## config.mk

```make
export PLATFORM = sky130hd
export DESIGN_NAME = ev22_sequencer
export DESIGN_NICKNAME = d
export VERILOG_FILES = /design/src/rtl/ev22_sequencer.sv
export SDC_FILE = /design/constraint.sdc
export NUM_CORES = 1
export LEC_CHECK = 0
export BUFFER_PORTS_ARGS = -buffer_cell sky130_fd_sc_hd__buf_2
export CORE_ASPECT_RATIO = 0.75
export CORE_MARGIN = 2
export CORE_UTILIZATION = 48
export DETAILED_ROUTE_END_ITERATION = 16
export GPL_ROUTABILITY_DRIVEN = 0
export PLACE_DENSITY = 0.88
export SLEW_MARGIN = 20
export SYNTH_ARGS = -nofsm -noshare
export SYNTH_HDL_FRONTEND = slang
export SYNTH_SLANG_ARGS = --single-unit
```

## constraint.sdc

```tcl
create_clock -name clk -period 2.2 [get_ports clk]
set_input_delay 0.44 -clock clk [delete_from_list [all_inputs] [get_ports clk]]
set_output_delay 0.44 -clock clk [all_outputs]
set_load 0.01 [all_outputs]
```

## src/rtl/ev22_sequencer.sv

```systemverilog
// rtl/ev22_sequencer.sv - EV22 microinstruction sequencer: fetch, bank/ALU control, jumps, halt/resume
module ev22_sequencer #(
  parameter int          PC_W      = 10,
  parameter logic [5:0]  NOWR_CODE = 6'd35
) (
  input  logic            clk,
  input  logic            reset,
  input  logic            run,
  output logic            imem_req,
  output logic [PC_W-1:0] imem_addr,
  input  logic            imem_ack,
  input  logic [47:0]     imem_data,
  input  logic            alu_z,
  input  logic            alu_c,
  output logic [4:0]      sel_a,
  output logic [5:0]      sel_b,
  output logic [5:0]      sel_c,
  output logic            c_we,
  output logic [3:0]      aluc,
  output logic            kmux,
  output logic [15:0]     k,
  output logic            mr,
  output logic            mw,
  output logic            halted
);

  typedef enum logic [2:0] {
    S_START,
    S_FETCH,
    S_EXEC,
    S_WB,
    S_HALT
  } state_t;

  state_t          state;
  logic [PC_W-1:0] pc;
  logic [3:0]      ir_jcond;
  logic [5:0]      ir_sel_c;
  logic            z_q;
  logic            c_q;
  logic            taken;
  logic            halt_op;
  logic [PC_W-1:0] pc_next;
  logic            unused_reserved;

  assign imem_addr       = pc;
  assign unused_reserved = ^imem_data[19:16];

  // Jump decision uses the flags captured at the end of this instruction's EXEC cycle.
  always_comb begin
    taken   = 1'b0;
    halt_op = 1'b0;
    case (ir_jcond)
      4'd1:    taken   = 1'b1;
      4'd2:    taken   = z_q;
      4'd3:    taken   = ~z_q;
      4'd4:    taken   = c_q;
      4'd5:    taken   = ~c_q;
      4'd6:    halt_op = 1'b1;
      default: taken   = 1'b0;
    endcase
  end

  assign pc_next = taken ? k[PC_W-1:0] : pc + {{(PC_W-1){1'b0}}, 1'b1};

  always_ff @(posedge clk) begin
    if (reset) begin
      state    <= S_START;
      pc       <= '0;
      ir_jcond <= 4'd0;
      ir_sel_c <= NOWR_CODE;
      z_q      <= 1'b0;
      c_q      <= 1'b0;
      imem_req <= 1'b0;
      sel_a    <= 5'd0;
      sel_b    <= 6'd0;
      sel_c    <= NOWR_CODE;
      c_we     <= 1'b0;
      aluc     <= 4'd0;
      kmux     <= 1'b0;
      k        <= 16'd0;
      mr       <= 1'b0;
      mw       <= 1'b0;
      halted   <= 1'b0;
    end else begin
      case (state)
        S_START: begin
          imem_req <= 1'b1;
          state    <= S_FETCH;
        end
        S_FETCH: begin
          if (imem_ack) begin
            imem_req <= 1'b0;
            ir_jcond <= imem_data[43:40];
            ir_sel_c <= imem_data[25:20];
            aluc     <= imem_data[47:44];
            kmux     <= imem_data[39];
            mr       <= imem_data[38];
            mw       <= imem_data[37];
            sel_a    <= imem_data[36:32];
            sel_b    <= imem_data[31:26];
            k        <= imem_data[15:0];
            state    <= S_EXEC;
          end
        end
        S_EXEC: begin
          z_q   <= alu_z;
          c_q   <= alu_c;
          sel_c <= ir_sel_c;
          c_we  <= (ir_sel_c != NOWR_CODE);
          state <= S_WB;
        end
        S_WB: begin
          pc    <= pc_next;
          mr    <= 1'b0;
          mw    <= 1'b0;
          c_we  <= 1'b0;
          sel_c <= NOWR_CODE;
          if (halt_op) begin
            halted <= 1'b1;
            state  <= S_HALT;
          end else begin
            imem_req <= 1'b1;
            state    <= S_FETCH;
          end
        end
        S_HALT: begin
          if (run) begin
            halted   <= 1'b0;
            imem_req <= 1'b1;
            state    <= S_FETCH;
          end
        end
        default: state <= S_START;
      endcase
    end
  end

endmodule
```

==> flow_metrics.py, run 1 <==
metrics = {
    "global_route": {
        "grt_pass1_vias": 2605,
        "grt_usage_pct": 23.2,
        "grt_max_degree": 44,
        "grt_pass1_wl_um": 11900,
        "antenna_found_initial": 0,
        "grt-ovfl-total": 0,
    },
    "setup_path": {
        "r2r_end": "imem_addr[1]",
        "critPathKind": "reg2reg",
        "critPathCapture": "imem_addr[1]",
        "path_max_fanout": 11,
        "cp.required_ns": 2.45,
        "r2r_cells": 5,
        "reg2reg_slack_ns": 0.36,
        "start_kind": "register",
        "critPathArrivalTime_ns": 2.08,
        "reg2reg_from": "ir_jcond[2]",
        "critPathLaunch": "ir_jcond[2]",
        "cp-end-kind": "register",
    },
    "placement": {
        "dp_hpwl_um": 5200,
        "portBuffers": 102,
    },
    "power": {
        "vdd_drop_max_mv": 0.512,
        "power_leakage_nw": 1.55,
        "power_density_nw_per_um2": 736,
        "finalPower_w": 0.00263,
    },
    "synthesis": {
        "synth-main-ff-cell": "dfxtp_1",
        "ys_ff_latch": 68,
        "postSynthCellCount": 356,
        "ys_types": 39,
        "avgSynthCellArea_um2": 7.82,
        "netlist.area_leader.share_pct": 48.9,
        "syn_nets": 411,
        "synthTopCellsByArea": "dfxtp_1 (49%), nand2_1 (13%), a21oi_1 (9.9%), clkbuf_1 (2.7%), nor2_1 (2.7%)",
        "synthArstFlopShare_pct": 0,
        "synth_edf_count": 0,
        "ys_seq_area_share_pct": 48.9,
        "syn_area_um2": 2780,
        "synth_top_area_cell": "dfxtp_1",
        "synth_warnings": 0,
    },
    "cells_and_area": {
        "drive_gt1_share_pct": 28.1,
        "synthToLayoutAreaGrowth_pct": 28.4,
        "antennaDiodeCount": 0,
        "fill_cells": 492,
        "fin_nets": 509,
    },
    "floorplanning": {
        "dieArea_um2": 6430,
        "fp-row-count": 23,
        "die_h_um": 70.0,
        "initial_core_util_pct": 50.9,
        "num_io_pins": 107,
        "core_area_um2": 5470,
        "die_x_um": 91.9,
    },
    "timing": {
        "max_freq_mhz": 544,
        "setup_viol": 0,
        "min_period_over_period_pct": 83.5,
        "drv_slew": 0,
        "rsz0062_at_grt": "no",
        "hold_viol": 0,
        "worst_pin_slew_ns": 0.741,
        "finalSetupTns_ns": 0,
        "clock_skew_ns": 0.00897,
        "whs_ns": 0.310,
        "relSlewSlack_pct": 50.4,
        "period_minus_slack_ns": 1.84,
    },
    "route": {
        "wl_um": 7250,
        "drt_iter0_drc": 219,
        "wirelength_met1_um": 3140,
        "route.met2.wl_um": 3400,
        "routed_via_density": 5.29,
        "wl_met3_um": 654,
        "drc": 0,
        "wl_per_cell_um": 13.6,
        "vias": 2825,
        "top_layer": "met4",
        "ant_nets": 0,
        "drt_pass1_iterations": 4,
    },
    "clock_tree": {
        "insertion_delay_ns": 0.34,
        "ctsResizeCount": 0,
        "postCtsSetupBuffers": 0,
        "clk_path_buf_depth": 2,
        "cts_root_buffer": "clkbuf_8",
        "tritoncts.num_buffers": 9,
        "clock-sinks": 68,
        "clk_pin_slew_ns": 0.08,
        "hold_buffers": 0,
        "cts_tree": "done",
        "cts_max_level": 3,
    },
    "run": {
        "cap_violations": 0,
    },
    "outcome": {
        "outcome": "complete, no violations",
    },
    "worst_hold_path": {
        "hp-class": "in2reg",
    },
}
sequential cells by signal, summed over array words and instances (netlist names):
name       count
sel_b          6
imem_req       1
imem_addr     10
aluc           4
sel_a          5
sel_c          6
ir_jcond       4
mw             1
state          3
ir_sel_c       6
mr             1
kmux           1
halted         1
k             16
c_q            1
z_q            1
c_we           1
where the power goes:
group / leakage [nW] / internal [W] / switching, W
Clock: 0.0918 / 0.000556 / 0.000473
Sequential: 0.553 / 0.00128 / 0.0000340
Combinational: 0.907 / 0.000119 / 0.000167
critical path: stages (launching register included):
cell and delay (ns):
dfxtp_1 0.35, o21ai_0 0.26, o32ai_1 0.16, nor2_1 0.59, nand2_1 0.13, a311oi_1 0.26
per-layer routing:
layer	global-route usage, %	up-vias
met5	0	-
met4	7.96	0
met3	9.60	4
met2	36.5	107
met1	28.9	1301
li1	-	1413
layout by cell type (no fill, tap or decap), types with 2 or more instances in the layout:
master,netlist,layout
clkbuf_8,0,10
nor2_1,20,20
a211oi_1,2,2
mux2i_1,4,4
a21oi_1,55,55
inv_1,8,8
buf_4,0,7
a31oi_1,3,3
a22oi_1,4,4
nand2_1,98,98
nand3b_1,3,3
o21bai_1,3,3
clkinvlp_4,0,3
nor3_1,12,12
nand3_1,9,9
buf_2,3,102
and3_1,4,4
or3_1,3,3
or4_1,2,2
o21ai_0,6,6
and3b_1,3,3
nand2b_1,2,2
nor2b_1,2,2
dfxtp_1,68,68
o32ai_1,6,6
worst min-delay path by stage:
stage / start / to / slack (ns) / cells past startpoint
after floorplan: ir_sel_c[4] / ir_sel_c[4] / 0.44 / 2
after global placement: sel_a[1] / sel_a[1] / 0.44 / 2
final: imem_data[21] / ir_sel_c[1] / 0.31 / 3
after global routing: imem_data[20] / ir_sel_c[0] / 0.31 / 3
after CTS: imem_data[21] / ir_sel_c[1] / 0.29 / 3
after detailed placement: aluc[0] / aluc[0] / 0.44 / 2
logic make-up after synthesis:
family	count (synthesis)	share of synthesized area, %
flops	68	48.9
simple gates	164	26.5
buf+inv	32	4.45
fa+ha+maj	1	0.449
mux	4	1.44
compound gates	87	18.3
cell type report:
type / instances / area (um2) / area share [%]
flip-flops and latches: 68 / 1360 / 38.1
repair buffers: 110 / 583 / 16.3
well taps: 75 / 93.8 / 2.63
clock inverters: 5 / 61.3 / 1.72
inverters: 9 / 33.8 / 0.945
multi-input cells: 256 / 1300 / 36.3
clock buffers: 11 / 141 / 3.96
synth_stat cells, drive strengths merged (2+ instances only):
library cell	n
a21oi	55
mux2i	4
nand3	9
o32ai	6
o21ai	6
or3	3
nor3	12
nor4	2
a31oi	3
clkbuf	20
buf	3
inv	9
and3b	3
nand2b	2
o21bai	3
and3	4
nor2	20
nand3b	3
nor2b	2
dfxtp	68
a22oi	4
or4	2
a211oi	2
nand2	99
stage by stage:
stage                     setup WS [ns]  utilization (%)  area [um2]  instances
after CTS                         0.394             65.4        3570        534
after detailed placement          0.426             61.6        3370        518
after global placement            0.499             61.6        3370        518
final                             0.362             65.4        3570        534
after global routing              0.147             65.4        3570        534
after floorplan                   0.538                -        2780        356
No activity file was read; power rests on OpenSTA's default activity.
==> inputs of run 2 (changes only) <==
Clock period 2.2 ns to 1.8 ns, I/O delays scaled along.
==> run 2 against run 1 <==
Final cell count rose by 0.37%. Wire length rose by 4.0%. Die area did not move. Non-clock buffer count rose by 3. Clock power rose by 28%. Register-to-register slack got worse by 0.28 ns. Sequential cell count did not move. Critical endpoint is now imem_addr[3]. Largest cell class unchanged.
==> flow_metrics.py, run 2 (synthesis gave the netlist of run 1 again) <==
metrics = {
    "cells_and_area": {
        "antennaDiodeCount": 0,
        "synthToLayoutAreaGrowth_pct": 30.0,
        "final_util_pct": 66.2,
        "largest-register": "k",
        "largest_register_ffs": 16,
        "final_cell_mix": "buf_2 (102), nand2_1 (98), dfxtp_1 (63)",
        "fin_nets": 512,
        "final_common_cell": "buf_2",
        "drive_gt1_share_pct": 30.2,
    },
    "global_route": {
        "grt_max_degree": 44,
        "grt_pass1_wl_um": 12600,
        "antenna_found_initial": 0,
        "grt_usage_pct": 24.5,
        "grt_pass1_vias": 2836,
        "grt-ovfl-total": 0,
    },
    "floorplanning": {
        "dieArea_um2": 6430,
        "die_h_um": 70.0,
        "die_x_um": 91.9,
        "core_area_um2": 5470,
        "fp-row-count": 23,
        "initial_core_util_pct": 50.9,
        "num_io_pins": 107,
    },
    "power": {
        "switching_share_pct": 24.5,
        "p_switching_w": 0.000803,
        "power_leakage_nw": 1.58,
        "power_frac_seq_pct": 49.0,
        "power_density_nw_per_um2": 907,
        "vdd_drop_max_mv": 0.509,
        "clockPowerShare_pct": 40.3,
        "internal-power_w": 0.00248,
        "power_frac_comb_pct": 10.6,
    },
    "placement": {
        "portBuffers": 102,
        "place_ws_ns": 0.0360,
        "dp_hpwl_um": 5290,
    },
    "setup_path": {
        "critPathKind": "reg2reg",
        "cp-end-kind": "register",
        "reg2reg_slack_ns": 0.08,
        "critPathMaxStageDelay_ns": 0.40,
        "cp.required_ns": 2.01,
        "path_max_fanout": 9,
        "start_kind": "register",
        "crit_slowest_cell": "o32a_1",
        "cp_cell_sequence": "and3b_1 -> o32a_1 -> nand2_2 -> mux2i_1 -> o32ai_1",
        "critPathArrivalTime_ns": 1.93,
    },
    "route": {
        "drt_iter0_drc": 150,
        "routed_via_density": 5.29,
        "wl_um": 7540,
        "drc": 0,
        "wl_per_cell_um": 14.1,
        "drt_pass1_iterations": 4,
        "vias": 2833,
        "ant_nets": 0,
    },
    "clock_tree": {
        "clk_pin_slew_ns": 0.07,
        "insertion_delay_ns": 0.34,
        "tritoncts.num_buffers": 9,
        "clk_path_buf_depth": 2,
        "clock-sinks": 68,
        "cts_tree": "done",
        "cts_max_level": 3,
        "cts_root_buffer": "clkbuf_8",
        "hold_buffers": 0,
    },
    "timing": {
        "min_period_over_period_pct": 95.6,
        "finalSetupTns_ns": 0,
        "relSlewSlack_pct": 55.2,
        "rsz0062_at_grt": "no",
        "drv_slew": 0,
        "setup_viol": 0,
        "setup_slack_ns": 0.0800,
        "clock_skew_ns": 0.00939,
        "max_freq_mhz": 581,
        "hold_viol": 0,
        "worst_pin_slew_ns": 0.667,
        "period_minus_slack_ns": 1.72,
    },
    "outcome": {
        "outcome": "complete, no violations",
    },
    "worst_hold_path": {
        "hp-class": "in2reg",
    },
    "run": {
        "cap_violations": 0,
    },
}
-- run 2: cell count changes in the layout (fill, tap and decap cells not counted), moves of 2 or more --
cell        delta
clkinvlp_4     -2
clkinv_2       +2
dfxtp_1        -5
buf_4          +3
dfxtp_2        +5
-- run 2: final cells by class --
cell class	instances	area, um2
clock buffer	10	128
clock inverter	5	77.6
fill	484	1850
inverter	9	33.8
multi-input combinational	256	1310
sequential	68	1370
tap	75	93.8
timing repair buffer	113	606
-- run 2: critical path, delay by kind of cell, from the launching register on --
kind | cells | cell delay, ns
compound gates | 2 | 0.52
flops | 1 | 0.37
mux | 1 | 0.27
simple gates | 2 | 0.43
-- run 2: routing by layer --
metal,wire length [um],vias to the layer above,track usage [%]
li1,-,1417,-
met1,3180,1282,29.0
met2,3540,121,39.6
met3,702,13,9.82
met4,114,0,10.4
met5,0,-,0
-- run 2: path summary, 6_finish.rpt --
check	startpoint	cells after the start	to
max	ir_jcond[2]	5	imem_addr[3]
min reg2reg	sel_a[3]	2	sel_a[3]
max reg2reg	ir_jcond[2]	5	imem_addr[3]
min	imem_data[20]	3	ir_sel_c[0]
-- run 2: power by group through the flow --
stage | clock network [W] | registers [W] | logic [W]
2_1_floorplan | 0 | 0.00165 | 0.000179
3_3_place_gp | 0 | 0.00164 | 0.000337
3_5_place_dp | 0 | 0.00164 | 0.000346
4_1_cts | 0.00134 | 0.00161 | 0.000348
5_1_grt | 0.00141 | 0.00162 | 0.000390
6_report | 0.00132 | 0.00161 | 0.000350
-- run 2: per-stage QoR --
step / cells / cell area [um2] / total power [W] / hold WS [ns]
5_1_grt: 536 / 3620 / 0.00342 / 0.227
3_5_place_dp: 521 / 3390 / 0.00199 / 0.443
6_report: 536 / 3620 / 0.00328 / 0.232
2_1_floorplan: 356 / 2780 / 0.00183 / 0.445
3_3_place_gp: 521 / 3390 / 0.00197 / 0.439
4_1_cts: 536 / 3600 / 0.00329 / 0.220
-- run 2: repair_timing --
item / in CTS / in global routing
hold endpoints to repair: 0 / 0
gates resized for setup: 1 / 7
endpoints found under the setup margin: 2 / 8
pin swaps: 0 / 0
buffers inserted: 0 / 0
